$ cat config.mk
export PLATFORM = sky130hd
export DESIGN_NAME = vga_sync_gen
export DESIGN_NICKNAME = d
export VERILOG_FILES = /design/src/rtl/vga_sync_gen.sv
export SDC_FILE = /design/constraint.sdc
export NUM_CORES = 1
export LEC_CHECK = 0
export ABC_AREA = 1
export CAP_MARGIN = 40
export CORE_MARGIN = 4
export CORE_UTILIZATION = 52
export DETAILED_ROUTE_END_ITERATION = 10
export GPL_ROUTABILITY_DRIVEN = 1
export GPL_TIMING_DRIVEN = 0
export PLACE_DENSITY = 0.93
export SLEW_MARGIN = 40
export SYNTH_ARGS = -nofsm -noshare
export SYNTH_HDL_FRONTEND = slang
export SYNTH_SLANG_ARGS = --single-unit
$ cat constraint.sdc
create_clock -name clk -period 6.5 [get_ports clk]
set_clock_uncertainty 0.1 [all_clocks]
set_input_delay 1.3 -clock clk [delete_from_list [all_inputs] [get_ports clk]]
set_output_delay 1.3 -clock clk [all_outputs]
set_load 0.02 [all_outputs]
$ cat src/rtl/vga_sync_gen.sv
// VGA sync stage: vertical line counter, vertical-phase FSM and registered sync/video outputs.
// Optional `VGA_FRAME_CNT_EN adds an 8-bit frame counter output (frame_cnt).
module vga_sync_gen #(
  parameter int unsigned H_ACTIVE = 640,
  parameter int unsigned H_FP     = 16,
  parameter int unsigned H_SYNC   = 96,
  parameter int unsigned H_BP     = 48,
  parameter int unsigned V_ACTIVE = 480,
  parameter int unsigned V_FP     = 10,
  parameter int unsigned V_SYNC   = 2,
  parameter int unsigned V_BP     = 33,
  parameter bit          SYNC_POL = 1'b0
) (
  input  logic        clk,
  input  logic        rst_n,
  input  logic [15:0] h_count_i,
  input  logic        v_count_en_i,
  output logic        hsync,
  output logic        vsync,
  output logic        video_on,
  output logic [9:0]  pixel_x,
  output logic [9:0]  pixel_y,
  output logic [15:0] v_count,
  output logic        line_start,
`ifdef VGA_FRAME_CNT_EN
  output logic        frame_start,
  output logic [7:0]  frame_cnt
`else
  output logic        frame_start
`endif
);

  localparam int unsigned H_TOTAL = H_ACTIVE + H_FP + H_SYNC + H_BP;
  localparam int unsigned V_TOTAL = V_ACTIVE + V_FP + V_SYNC + V_BP;

  localparam logic [15:0] LP_H_ACT_END  = 16'(H_ACTIVE);
  localparam logic [15:0] LP_HS_START   = 16'(H_ACTIVE + H_FP);
  localparam logic [15:0] LP_HS_END     = 16'(H_ACTIVE + H_FP + H_SYNC);
  localparam logic [15:0] LP_H_TOTAL    = 16'(H_TOTAL);
  localparam logic [15:0] LP_V_FP_START = 16'(V_ACTIVE);
  localparam logic [15:0] LP_VS_START   = 16'(V_ACTIVE + V_FP);
  localparam logic [15:0] LP_VB_START   = 16'(V_ACTIVE + V_FP + V_SYNC);
  localparam logic [15:0] LP_V_LAST     = 16'(V_TOTAL - 1);

  typedef enum logic [1:0] {StVAct, StVFp, StVSync, StVBp} v_state_e;

  v_state_e    r_state, w_state_next;
  logic [15:0] r_v_count, w_v_next;
  logic        r_hsync, r_vsync, r_video_on, r_line_start, r_frame_start;
  logic [9:0]  r_pixel_x, r_pixel_y;
  logic        w_h_act, w_h_sync, w_video_on, w_frame_start;

  // Next line/phase are computed here so the output registers see the new line on the same
  // edge that advances the counter, keeping row and column aligned.
  always_comb begin
    w_v_next      = r_v_count;
    w_state_next  = r_state;
    w_frame_start = v_count_en_i && (r_v_count == LP_V_LAST);
    if (v_count_en_i) begin
      w_v_next = (r_v_count == LP_V_LAST) ? '0 : r_v_count + 16'd1;
      unique case (r_state)
        StVAct:  if (w_v_next == LP_V_FP_START) w_state_next = StVFp;
        StVFp:   if (w_v_next == LP_VS_START)   w_state_next = StVSync;
        StVSync: if (w_v_next == LP_VB_START)   w_state_next = StVBp;
        StVBp:   if (w_v_next == '0)            w_state_next = StVAct;
        default: w_state_next = StVAct;
      endcase
    end
    // Out-of-range h falls outside both windows, so it reads as plain blanking.
    w_h_act    = (h_count_i < LP_H_ACT_END) && (h_count_i < LP_H_TOTAL);
    w_h_sync   = (h_count_i >= LP_HS_START) && (h_count_i < LP_HS_END);
    w_video_on = w_h_act && (w_state_next == StVAct);
  end

  always_ff @(posedge clk) begin
    if (!rst_n) begin
      r_state       <= StVAct;
      r_v_count     <= '0;
      r_hsync       <= ~SYNC_POL;
      r_vsync       <= ~SYNC_POL;
      r_video_on    <= 1'b0;
      r_pixel_x     <= '0;
      r_pixel_y     <= '0;
      r_line_start  <= 1'b0;
      r_frame_start <= 1'b0;
    end else begin
      r_state       <= w_state_next;
      r_v_count     <= w_v_next;
      r_hsync       <= w_h_sync ? SYNC_POL : ~SYNC_POL;
      r_vsync       <= (w_state_next == StVSync) ? SYNC_POL : ~SYNC_POL;
      r_video_on    <= w_video_on;
      r_pixel_x     <= w_video_on ? h_count_i[9:0] : '0;
      r_pixel_y     <= w_video_on ? w_v_next[9:0] : '0;
      r_line_start  <= v_count_en_i;
      r_frame_start <= w_frame_start;
    end
  end

`ifdef VGA_FRAME_CNT_EN
  logic [7:0] r_frame_cnt;

  always_ff @(posedge clk) begin
    if (!rst_n) begin
      r_frame_cnt <= '0;
    end else if (r_frame_start) begin
      r_frame_cnt <= r_frame_cnt + 8'd1;
    end
  end

  assign frame_cnt = r_frame_cnt;
`endif

  assign hsync       = r_hsync;
  assign vsync       = r_vsync;
  assign video_on    = r_video_on;
  assign pixel_x     = r_pixel_x;
  assign pixel_y     = r_pixel_y;
  assign v_count     = r_v_count;
  assign line_start  = r_line_start;
  assign frame_start = r_frame_start;

`ifndef SYNTHESIS
  function automatic v_state_e phase_of(input logic [15:0] v);
    if (v < LP_V_FP_START)    return StVAct;
    else if (v < LP_VS_START) return StVFp;
    else if (v < LP_VB_START) return StVSync;
    else                      return StVBp;
  endfunction

  // The FSM is redundant with the counter; they must never disagree.
  state_matches_count: assert property (@(posedge clk) disable iff (!rst_n)
    r_state == phase_of(r_v_count));
`endif

endmodule

==> key figures <==
Cells and area
  – Layout cell share with drive strength beyond 1: 15.1%
  – Most common cell after layout, fill and taps aside: nand2_1
  – NumNets Final: between 400 and 500
  – Area of the multi-input gates: 1180 µm²
  – Most frequent cells in the layout: nand2_1, clkdlybuf4s50_1, nor2_1, dfxtp_1, inv_1
  – Register area: 861 µm²
  – Filler instances: between 300 and 400
  – Final Util: 72.8%
  – Layout area overhead: 33.4%
  – Design area: 2980 µm²
  – Antenna fix cells: 0

Clock network
  – TritonCTS Buffers: 5
  – Clock Sinks: between 40 and 50
  – Clk_lat worst skew: 0.30 ns
  – Clock-pin slew on the worst setup and hold paths: 0.08 ns
  – TritonCTS clock tree: built
  – Max clock buf depth: 2
  – CTS resizes: 0
  – Post-CTS Setup Bufs: 0
  – CTS Root Cell: clkbuf_8
  – H-tree depth: 2
  – Cts hold-fix bufs: 0

Worst setup path
  – Depth of the worst register-to-register path: 15
  – Crit. End Element: flip-flop
  – Critical Path Start Type: input pin
  – Worst R2R Setup Slack: between 4 and 5 ns
  – RR Endpoint: pixel_y[4]
  – Setup CP Type: in2reg
  – Worst-path fanout max: 10
  – Worst Path Arrival: 3.11 ns
  – FF-to-FF Start: v_count[0]
  – WP data required: approximately 6.6 ns
  – CP startpoint: rst_n

Timing
  – Max Clock Freq: between 300 and 400 MHz
  – Final Cycle Share: 45.6%
  – Setup tns final: 0 ns
  – RSZ-0062 raised after global routing: false
  – PnR worst setup slack: about 3.5 ns
  – Max-slew violations: 0
  – Min Tclk post-route: 2.96 ns
  – Final Hold Viols: 0
  – Worst slew pin tran: 0.481 ns
  – Setup Viol. Count Final: 0
  – Worst rel slew slack: 67.9%

Route
  – 1st-iter DRT viols: 157
  – Via/cell ratio: just over 5
  – TritonRoute pass-1 iters: 4
  – Wirelength per Cell: approximately 13 µm
  – Vias post-DR: around 2200
  – DRT Wirelength: 5.64 mm
  – Residual DRC: 0
  – Post-route ant nets: 0

Synthesis
  – Warnings from Yosys: 0
  – Synth Cell Area: 2230 µm²
  – Synthesized Nets: 339
  – Synth Flop Type: dfxtp_1
  – Count of cell types in the netlist: 31
  – EDFF count, synth: 0
  – Mapped Cells: 318
  – Ys async rst share: 0%
  – Mapped Avg Cell Area: 7.02 µm²
  – Register area share after synthesis: 38.6%
  – Flops & latches, synth: 43

Floorplan
  – Die height: 73.5 µm
  – Starting Density: between 50% and 60%
  – Core area: 4090 µm²
  – Io pins: 60
  – Die Width: 73.5 µm
  – DIE AREA: between 5000 and 6000 µm²
  – Row cnt: 23

Hold path
  – Hold WC Path Type: reg2reg
  – Hold path cells: 2
  – Origin of the worst min-delay path: r_state[1]
  – Hold endpoint: r_state[1]

GRT
  – Antenna violations before repair: 0
  – Vias in the first global route: 2162
  – First-pass GRT wire length: 9.44 mm
  – Gr usage total: between 20 and 25%
  – Largest net degree at the start of global routing: 14
  – Total congestion overflow: 0

Power and ir drop
  – Worst IR Drop VDD: 0.196 mV
  – Pwr/cell area: 183 nW/µm²
  – LEAKAGE: 1.30 nW
  – Final Power: between 0.0005 and 0.0006 W

Place
  – Port bufs: 59
  – GPL Wtd Cong: about 0.87
  – Area after DPL: 2880 µm²
  – Worst slack, placed: 3.25 ns
  – Dpl hpwl: 4.44 mm

Outcome
  – Status: finished, final reports clean

Job
  – MaxCap Viol Count: 0
power breakdown:
| part | internal (W) | switching, W |
|---|---|---|
| clock | 0.0000854 | 0.0000906 |
| sequential | 0.000270 | 0.0000120 |
| combinational | 0.0000374 | 0.0000499 |
layer usage:
metal	track usage [%]	wire length [µm]	part of all wire (%)	vias up
met5	0	0	0	-
met4	7.44	80	1.4	0
met2	40.3	2860	51	71
met3	5.06	384	6.8	7
met1	25.9	2320	41	995
li1	-	-	-	1131
how the worst max path moves through the flow:
stage | slack [ns] | end | depth (start not counted)
floorplan | 4.00 | pixel_y[4] | 8
global route | 3.44 | pixel_y[5] | 8
CTS | 3.56 | v_count[4] | 1
finish | 3.54 | pixel_y[4] | 8
global placement | 3.36 | pixel_y[6] | 8
detailed placement | 3.25 | pixel_y[4] | 8
cell usage after synthesis (2+ instances only):
library cell | instances | share of area [%]
nor3_1 | 2 | 0.45
nor2_2 | 21 | 5.9
nand2_2 | 13 | 3.6
a31oi_1 | 2 | 0.56
nand3_1 | 17 | 3.8
dfxtp_1 | 43 | 39
nor2_4 | 6 | 3.0
ha_1 | 2 | 1.1
inv_2 | 2 | 0.34
nand2_4 | 3 | 1.5
nand4_1 | 9 | 2.5
buf_6 | 2 | 1.0
nor4_1 | 2 | 0.56
clkbuf_1 | 4 | 0.67
nor2_1 | 46 | 7.7
nand2_1 | 71 | 12
o21ai_0 | 13 | 2.9
inv_1 | 37 | 6.2
a21oi_1 | 8 | 1.8
o21bai_1 | 4 | 1.3
logic make-up after synthesis:
group	share of synthesized area (%)
compound gates	7.96
xor+xnor	0.393
simple gates	43.1
buf+inv	8.41
fa+ha+maj	1.12
mux	0.449
flops	38.6
critical path, stage by stage:
cell	delay (ns)
clkdlybuf4s50_1	0.61
inv_1	0.17
nor4_1	0.38
nand2_1	0.15
nor2_2	0.15
nand2_2	0.09
buf_6	0.16
nor2_2	0.08
area by class of cell:
cell class	count	area share, %
Buffer	6	1.26
Sequential cell	43	28.9
Timing Repair Buffer	59	19.8
Multi-Input combinational cell	229	39.7
Inverter	40	5.05
Tap cell	50	2.10
Clock buffer	6	2.78
Clock inverter	1	0.294
registers in the layout, indices dropped and copies added, names as in the netlist:
| name | flops |
|---|---|
| frame_start | 1 |
| hsync | 1 |
| line_start | 1 |
| pixel_x | 10 |
| pixel_y | 10 |
| r_state | 2 |
| v_count | 16 |
| video_on | 1 |
| vsync | 1 |
stage by stage:
stage / instances / hold slack (ns)
finish: 434 / 0.490
global route: 434 / 0.546
CTS: 434 / 0.491
detailed placement: 427 / 0.480
global placement: 427 / 0.459
floorplan: 318 / 0.427
Power figures use the tool's default switching activity.
